File: src/rtl/mda_vram_isa_if.sv
// ISA-side bus bundle for the MDA VRAM arbiter: decode hit, strobes, address/data
// and the read-data/ready signals returned to the bus.
interface mda_vram_isa_if;
  logic        mem_select;
  logic        bus_memr_l;
  logic        bus_memw_l;
  logic [11:0] bus_addr;
  logic [7:0]  bus_din;
  logic [7:0]  bus_dout;
  logic        bus_dout_oe;
  logic        iochrdy;

  modport slave (
    input  mem_select, bus_memr_l, bus_memw_l, bus_addr, bus_din,
    output bus_dout, bus_dout_oe, iochrdy
  );

  modport master (
    output mem_select, bus_memr_l, bus_memw_l, bus_addr, bus_din,
    input  bus_dout, bus_dout_oe, iochrdy
  );
endinterface

File: src/rtl/mda_vram_isa.sv
// ISA access port into MDA video RAM: slots one ISA byte read/write into the
// display sequencer's free window, stretching the bus cycle with IOCHRDY.
module mda_vram_isa (
  input  logic              clk,
  input  logic              reset_n,
  input  logic              isa_op_enable,
  input  logic              vram_read,
  mda_vram_isa_if.slave     isa,
  output logic [11:0]       ram_addr,
  output logic [7:0]        ram_dout,
  input  logic [7:0]        ram_din,
  output logic              ram_we_l,
  output logic              isa_ram_sel,
  output logic              collision
);

  typedef enum logic [2:0] {IDLE, WAIT_WIN, OP1, OP2, OP3, HOLD} state_e;

  state_e      state_q, state_d;
  logic        memr_prev_q, memr_prev_d;
  logic        memw_prev_q, memw_prev_d;
  logic        is_write_q, is_write_d;
  logic [11:0] addr_q, addr_d;
  logic [7:0]  data_q, data_d;
  logic        iochrdy_q, iochrdy_d;
  logic        oe_q, oe_d;
  logic [7:0]  dout_q, dout_d;
  logic        we_l_q, we_l_d;
  logic        sel_q, sel_d;
  logic [11:0] ram_addr_q, ram_addr_d;
  logic [7:0]  ram_dout_q, ram_dout_d;
  logic        collision_q, collision_d;

  logic detect_r, detect_w, strobe_low;

  // A request is a single strobe falling while the other stays high; both low is ignored.
  assign detect_r   = isa.mem_select && !isa.bus_memr_l && isa.bus_memw_l && memr_prev_q;
  assign detect_w   = isa.mem_select && !isa.bus_memw_l && isa.bus_memr_l && memw_prev_q;
  assign strobe_low = is_write_q ? !isa.bus_memw_l : !isa.bus_memr_l;

  always_comb begin
    // NOTE: every _d gets its hold value first so no path through the case infers a latch.
    state_d     = state_q;
    memr_prev_d = isa.bus_memr_l;
    memw_prev_d = isa.bus_memw_l;
    is_write_d  = is_write_q;
    addr_d      = addr_q;
    data_d      = data_q;
    iochrdy_d   = iochrdy_q;
    oe_d        = oe_q;
    dout_d      = dout_q;
    we_l_d      = we_l_q;
    sel_d       = sel_q;
    ram_addr_d  = ram_addr_q;
    ram_dout_d  = ram_dout_q;
    collision_d = collision_q | (vram_read & sel_q);

    unique case (state_q)
      IDLE: begin
        if (detect_r || detect_w) begin
          addr_d     = isa.bus_addr;
          data_d     = isa.bus_din;
          is_write_d = detect_w;
          iochrdy_d  = 1'b0;
          state_d    = WAIT_WIN;
        end
      end
      WAIT_WIN: begin
        if (!strobe_low) begin
          iochrdy_d = 1'b1;
          state_d   = IDLE;
        end else if (isa_op_enable && !vram_read) begin
          sel_d      = 1'b1;
          ram_addr_d = addr_q;
          ram_dout_d = data_q;
          state_d    = OP1;
        end
      end
      OP1: begin
        we_l_d  = !is_write_q;
        state_d = OP2;
      end
      OP2: begin
        we_l_d  = 1'b1;
        state_d = OP3;
      end
      OP3: begin
        iochrdy_d = 1'b1;
        sel_d     = 1'b0;
        if (!is_write_q) begin
          dout_d = ram_din;
          oe_d   = 1'b1;
        end
        state_d = HOLD;
      end
      HOLD: begin
        if (!strobe_low) begin
          oe_d    = 1'b0;
          state_d = IDLE;
        end
      end
      default: state_d = IDLE;
    endcase
  end

  // Strobe history resets to "low" so a strobe held through reset needs a fresh fall.
  always_ff @(posedge clk or negedge reset_n) begin
    if (!reset_n) begin
      state_q     <= IDLE;
      memr_prev_q <= 1'b0;
      memw_prev_q <= 1'b0;
      is_write_q  <= 1'b0;
      addr_q      <= '0;
      data_q      <= '0;
      iochrdy_q   <= 1'b1;
      oe_q        <= 1'b0;
      dout_q      <= '0;
      we_l_q      <= 1'b1;
      sel_q       <= 1'b0;
      ram_addr_q  <= '0;
      ram_dout_q  <= '0;
      collision_q <= 1'b0;
    end else begin
      // NOTE: non-blocking so every flop samples the pre-edge values computed above.
      state_q     <= state_d;
      memr_prev_q <= memr_prev_d;
      memw_prev_q <= memw_prev_d;
      is_write_q  <= is_write_d;
      addr_q      <= addr_d;
      data_q      <= data_d;
      iochrdy_q   <= iochrdy_d;
      oe_q        <= oe_d;
      dout_q      <= dout_d;
      we_l_q      <= we_l_d;
      sel_q       <= sel_d;
      ram_addr_q  <= ram_addr_d;
      ram_dout_q  <= ram_dout_d;
      collision_q <= collision_d;
    end
  end

  assign isa.iochrdy     = iochrdy_q;
  assign isa.bus_dout    = dout_q;
  assign isa.bus_dout_oe = oe_q;
  assign ram_addr        = ram_addr_q;
  assign ram_dout        = ram_dout_q;
  assign ram_we_l        = we_l_q;
  assign isa_ram_sel     = sel_q;
  assign collision       = collision_q;

endmodule

File: src/flat_wrapper.sv
// flat-port wrapper written by rule: the top's interface ports become plain ports
module mda_vram_isa_flat 
  (clk, reset_n, isa_op_enable, vram_read, ram_addr, ram_dout, ram_din, ram_we_l, isa_ram_sel, collision, isa_mem_select, isa_bus_memr_l, isa_bus_memw_l, isa_bus_addr, isa_bus_din, isa_bus_dout, isa_bus_dout_oe, isa_iochrdy);
  mda_vram_isa_if isa_i ();
  input  logic clk;
  input  logic reset_n;
  input  logic isa_op_enable;
  input  logic vram_read;
  output logic [11:0] ram_addr;
  output logic [7:0] ram_dout;
  input  logic [7:0] ram_din;
  output logic ram_we_l;
  output logic isa_ram_sel;
  output logic collision;
  input wire logic [$bits(isa_i.mem_select)-1:0] isa_mem_select;
  input wire logic [$bits(isa_i.bus_memr_l)-1:0] isa_bus_memr_l;
  input wire logic [$bits(isa_i.bus_memw_l)-1:0] isa_bus_memw_l;
  input wire logic [$bits(isa_i.bus_addr)-1:0] isa_bus_addr;
  input wire logic [$bits(isa_i.bus_din)-1:0] isa_bus_din;
  output wire logic [$bits(isa_i.bus_dout)-1:0] isa_bus_dout;
  output wire logic [$bits(isa_i.bus_dout_oe)-1:0] isa_bus_dout_oe;
  output wire logic [$bits(isa_i.iochrdy)-1:0] isa_iochrdy;
  assign isa_i.mem_select = isa_mem_select;
  assign isa_i.bus_memr_l = isa_bus_memr_l;
  assign isa_i.bus_memw_l = isa_bus_memw_l;
  assign isa_i.bus_addr = isa_bus_addr;
  assign isa_i.bus_din = isa_bus_din;
  assign isa_bus_dout = isa_i.bus_dout;
  assign isa_bus_dout_oe = isa_i.bus_dout_oe;
  assign isa_iochrdy = isa_i.iochrdy;
  mda_vram_isa u_core (.clk(clk), .reset_n(reset_n), .isa_op_enable(isa_op_enable), .vram_read(vram_read), .isa(isa_i), .ram_addr(ram_addr), .ram_dout(ram_dout), .ram_din(ram_din), .ram_we_l(ram_we_l), .isa_ram_sel(isa_ram_sel), .collision(collision));
endmodule
File: config.mk
export PLATFORM = sky130hd
export DESIGN_NAME = mda_vram_isa_flat
export DESIGN_NICKNAME = d
export VERILOG_FILES = /design/src/rtl/mda_vram_isa_if.sv /design/src/rtl/mda_vram_isa.sv /design/src/flat_wrapper.sv
export SDC_FILE = /design/constraint.sdc
export NUM_CORES = 1
export LEC_CHECK = 0
export BUFFER_PORTS_ARGS = -buffer_cell sky130_fd_sc_hd__buf_2
export CORE_MARGIN = 2
export CORE_UTILIZATION = 46
export DETAILED_ROUTE_END_ITERATION = 6
export PLACE_DENSITY_LB_ADDON = 0.05
export SYNTH_ARGS = -nofsm -noshare
export SYNTH_HDL_FRONTEND = slang
export SYNTH_SLANG_ARGS = --single-unit
File: constraint.sdc
create_clock -name clk -period 1.7 [get_ports clk]
set_clock_uncertainty 0.15 [all_clocks]
set_input_delay 0.085 -clock clk [delete_from_list [all_inputs] [get_ports clk]]
set_output_delay 0.085 -clock clk [all_outputs]
set_load 0.05 [all_outputs]
==> results.tsv, run 1 <==
metric	value	unit
status	finished with violations	
violations	negative setup slack	
timing.rr.start	u_core.state_q[1]	
ios	68	
crit_arrival	1.80	ns
async_flop_share	1.00	
grt_pass1_wl	8440	um
hold_depth	4	
ys_types	26	
synth_top_family_by_area	multiplexers	
setup-tns-final	-0.320	ns
gp_congestion	0.787	
synth-compound-area-share	0.0470	
ant_nets	0	
cts.sink_count	59	
slowest_stage	or3_4	
post_cts_buffers	0	
cts_tree	yes	
cp_max_fo	6	
cp-end-kind	flip-flop	
top_usage_layer	met2	
crit_start	u_core.state_q[1]	
cts_buffer_depth	2	
muxShareOfSynthArea	0.264	
grtUsageMet2	0.311	
antennaDiodeCount	0	
grt_use_total	0.188	
antenna_found_initial	0	
syn_area_per_cell	16.0	um2
fp-row-count	26	
synthTopCellsByArea	dfrtp_1, mux2_2, mux2_4	
p_total	7.05	mW
pre_cts_slack	-0.0549	ns
ys_seq_elements	59	
r2r_cells	4	
yosysMostFrequentCell	dfrtp_1	
synth_top_area_share	0.595	
synth_cells	150	
max_stage_delay	0.40	ns
wl_per_cell	14.6	um
cp_num_buf_inv	1	
ys.warnings.count	0	
period_minus_slack	1.74	ns
critPathKind	flip-flop to flip-flop	
setup_viol	20	
p_leak	1.72	nW
wl	4970	um
cap_violations	0	
dp_hpwl	3150	um
critPathLaunchType	flip-flop	
slew_violations	0	
fin_util	0.696	
ir_drop	1.07	mV
grt_pass1_vias	1768	
fin_crit_sh	1.02	
path_delay_family	simple AND/OR/NAND/NOR gates	
io_buffers	67	
worstHoldPathType	input pin to flip-flop	
worst_slew_pin_slew	0.285	ns
synthAdderAreaFrac	0	
coreArea	0.00507	mm2
grt_max_degree	60	
cp.required	1.76	ns
slew_headroom	0.805	
synth-edff-count	0	
viasPerCell	4.83	
insertion_delay	0.33	ns
die_y	76.2	um
numCtsBuffers	9	
hold_viol_final	0	
cts-htree-levels	3	
synth_ff_type	dfrtp_1	
path_depth	4	
grt-ovfl-total	0	
firstDrtPassIters	4	
syn_area	0.00240	mm2
drive_above_1_share	0.557	
met1_usage	0.234	
start_util	0.472	
hp-start	isa_op_enable	
drcViolationCount	0	
areaGrowthSynthToFinish	47.5	%
met3_usage	0.0403	
pwr_density_cell	1990	mW/mm2
worst_slack	-0.0361	ns
rsz0062_at_grt	true	
drtIter0Drc	86	
dieArea	0.00580	mm2
synth-seq-area-share	0.617	
cp_cell_sequence	or3_4 -> a21oi_4 -> buf_4 -> mux2_4	
vias	1648	
yosysTopAreaCell	dfrtp_1	
max_freq	576	MHz
nNetsFinal	301	
die_x	76.2	um
yosys.area_share.simple	0.0449	
synth_xor_area_frac	0	
synth_nets	185	
cts.clk_slew.worst_paths	0.06	ns
root_buffer	clkbuf_8	
yosys-top-cells-count	dfrtp_1, mux2_2, mux2_4	
[state kept, by name (all words and copies together), names as in the netlist]
signal,count
u_core.state_q,3
u_core.ram_addr,12
u_core.collision,1
u_core.data_q,8
u_core.isa.bus_dout_oe,1
u_core.addr_q,12
u_core.memw_prev_q,1
u_core.ram_dout,8
u_core.isa_ram_sel,1
u_core.isa.iochrdy,1
u_core.isa.bus_dout,8
u_core.is_write_q,1
u_core.ram_we_l,1
u_core.memr_prev_q,1
[final timing paths]
check / to / slack (ns)
worst min register to register: u_core.collision / 0.30
min in group asynchronous: u_core.ram_addr[1] / 0.14
worst max-delay path: u_core.addr_q[5] / -0.04
worst max register to register: u_core.addr_q[5] / -0.04
max in group asynchronous: u_core.isa.iochrdy / 0.98
worst min-delay path: u_core.state_q[1] / 0.05
[layout make-up]
cell class	count	area, um2
Clock inverter	5	100
Inverter	4	15.0
Fill cell	367	1540
Tap cell	70	87.6
Multi-Input combinational cell	81	911
Timing Repair Buffer	111	800
Clock buffer	11	141
Sequential cell	59	1480
[per-stage QoR]
step / cells / cell area, um2 / hold slack, ns
after detailed placement: 293 / 2900 / -0.0402
after global placement: 293 / 2900 / -0.0429
after floorplan: 150 / 2400 / -0.361
after CTS: 340 / 3470 / -0.245
after global routing: 341 / 3530 / 0.0671
final: 341 / 3530 / 0.0537
[tightest hold or removal path: cells and delay by family]
kind / cells / cell delay (ns)
buffers and inverters: 1 / 0.11
AO/OA/AOI/OAI: 1 / 0.07
AND/OR/NAND/NOR: 2 / 0.22
[power breakdown]
group          switching (mW)  internal [mW]  total, mW
clock                   0.530           1.01       1.54
sequential              0.339           2.05       2.39
combinational            1.91           1.21       3.12
total                    2.78           4.27       7.05
[placed cells by master, fill, tap and decap left out, types with 2 or more instances in the layout]
master / count
nand4b_1: 2
buf_4: 7
buf_12: 4
a21o_1: 3
inv_1: 4
dfrtp_1: 57
mux2_2: 21
o22ai_1: 2
buf_2: 67
clkinv_2: 2
dfstp_2: 2
bufinv_16: 3
a21oi_1: 4
nand2_1: 3
dlygate4sd3_1: 32
clkbuf_8: 10
o21ai_0: 3
mux2_4: 28
[cells by family (layout without fill, tap and decap cells)]
group / Yosys count / count (layout)
buffers and inverters: 10 / 131
flip-flops: 59 / 59
AO/OA/AOI/OAI: 16 / 16
AND/OR/NAND/NOR: 15 / 15
multiplexers: 50 / 50
[per-layer routing]
metal	up-vias	wire length, um
li1	770	-
met3	10	193
met2	46	2380
met4	0	87
met5	-	0
met1	822	2310
[what timing repair did]
item                                   in CTS  in global routing
resized for setup                           5                 13
hold buffers                               31                  1
setup endpoints to repair                  40                 48
pin swaps                                   0                  1
endpoints found under the hold margin      91                  1
Power figures use the tool's default switching activity.
==> run 2, diff against run 1 <==
- clock period: 1.7 -> 1.45 ns (I/O delays scaled with it)
==> run 2 against run 1 <==
The run still ends with negative setup slack left. Clock power is essentially flat. Non-clock buffer count grew 19. Fmax shrank 1.8%. Total power grew 18%. Sequential power grew 18%. Core utilization grew 4.1 points. Worst hold slack gained 0.013 ns. Highest routed layer unchanged.
==> results.tsv, run 2 (synthesized netlist as in run 1, its figures left out) <==
metric	value	unit	change
status	finished with violations		
violations	negative setup slack		
max_freq	566	MHz	-1.8%
coreArea	0.00507	mm2	unchanged
drtIter0Drc	85		-1.2%
slew_violations	0		unchanged
p_leak	1.83	nW	+6.0%
dp_hpwl	3370	um	+6.9%
antenna_found_initial	0		unchanged
nNetsFinal	320		+6.3%
drcViolationCount	0		unchanged
grt_pass1_wl	9380	um	+11%
cts.clk_slew.worst_paths	0.06	ns	about the same
grt_use_total	0.214		+0.0257
numCtsBuffers	9		unchanged
ir_drop	1.27	mV	+19%
slew_headroom	0.788		-0.0166
ios	68		unchanged
pre_cts_slack	-0.308	ns	-0.253 ns
ant_nets	0		unchanged
worstHoldPathType	input pin to flip-flop		
drive_above_1_share	0.603		+0.0463
period_minus_slack	1.77	ns	+0.0316 ns
final_common_cell	buf_2		
grt_max_degree	60		unchanged
dieArea	0.00580	mm2	unchanged
fin_crit_sh	1.22		+0.198
start_util	0.472		unchanged
cts_tree	yes		
grt-ovfl-total	0		unchanged
viasPerCell	4.88		+0.87%
hold_depth	5		+1
cts.sink_count	59		unchanged
setup_viol	50		+150%
cp-end-kind	flip-flop		
antennaDiodeCount	0		unchanged
die_y	76.2	um	unchanged
worst_slew_pin_slew	0.318	ns	+0.0331 ns
wl	5640	um	+14%
crit_arrival	1.83	ns	+0.03 ns
die_x	76.2	um	unchanged
firstDrtPassIters	4		unchanged
wl_per_cell	15.7	um	+7.6%
vias	1755		+6.5%
cp.required	1.51	ns	-0.25 ns
hold_viol_final	0		unchanged
grt_pass1_vias	1909		+8.0%
pwr_density_cell	2230	mW/mm2	+12%
whs	0.0664	ns	+0.0127 ns
cts-htree-levels	3		unchanged
areaGrowthSynthToFinish	56.1	%	
fin_util	0.737		+0.0407
final_cell_mix	buf_2, dfrtp_1, dlygate4sd3_1		
root_buffer	clkbuf_8		
worst_slack	-0.318	ns	-0.282 ns
cp_max_fo	11		+5
critPathLaunchType	flip-flop		
fp-row-count	26		unchanged
critPathKind	flip-flop to flip-flop		
cap_violations	0		unchanged
io_buffers	67		unchanged
insertion_delay	0.33	ns	about the same
r2r_cells	4		unchanged
cts_buffer_depth	2		unchanged
gp_congestion	0.742		-5.7%
rsz0062_at_grt	true		
[run 2: cell types whose count changed in the layout (fill, tap and decap cells not counted), sizes merged]
cell,before,now
bufinv,3,1
clkbuf,11,15
buf,79,98
clkinv,2,0
[run 2: worst max-delay path, stage by stage, from the launching register on]
cell and delay, ns:
dfrtp_1 0.40, or3_4 0.40, a21oi_4 0.21, buf_12 0.19, mux2_4 0.30
[run 2: metrics by stage]
step	area [um2]	instances	setup TNS [ns]	total power, mW
2_1_floorplan	2410	150	-10.19	5.43
3_3_place_gp	2970	301	-11.87	6.26
3_5_place_dp	2970	301	-13.31	6.40
4_1_cts	3740	361	-11.35	8.31
5_1_grt	3740	360	-15.30	8.74
6_report	3740	360	-12.23	8.33
[run 2: layout make-up]
class	count	area, um2
Clock buffer	15	176
Clock inverter	1	30.0
Fill cell	348	1340
Inverter	4	15.0
Multi-Input combinational cell	81	948
Sequential cell	59	1480
Tap cell	70	87.6
Timing Repair Buffer	130	1000
[run 2: final timing paths]
| kind | from | endpoint | slack [ns] |
|---|---|---|---|
| max reg2reg | u_core.state_q[1] | u_core.data_q[4] | -0.32 |
| min | vram_read | u_core.state_q[1] | 0.07 |
| max | u_core.state_q[1] | u_core.data_q[4] | -0.32 |
| max in group asynchronous | reset_n | u_core.isa.iochrdy | 0.72 |
| min in group asynchronous | reset_n | u_core.isa.bus_dout[6] | 0.12 |
| min reg2reg | u_core.collision | u_core.collision | 0.31 |
[run 2: report_power, final]
part           switching (mW)  leakage, nW  total [mW]  internal [mW]
combinational            2.35         1.01        3.97           1.62
clock                   0.593        0.104        1.53          0.937
sequential              0.423        0.715        2.83           2.41
[run 2: metal layers]
layer,up-vias,GRT usage,wire [um]
met3,19,0.0462,221
met5,-,0,0
li1,811,-,-
met1,863,0.268,2500
met2,62,0.341,2760
met4,0,0.131,167
[run 2: timing repair]
item | in CTS | in global routing
endpoints found under the setup margin | 52 | 54
hold buffers | 32 | 0
resized for setup | 28 | 12
pin swaps | 5 | 4
setup buffers | 10 | 3
cloned | 3 | 0
endpoints found under the hold margin | 90 | 0
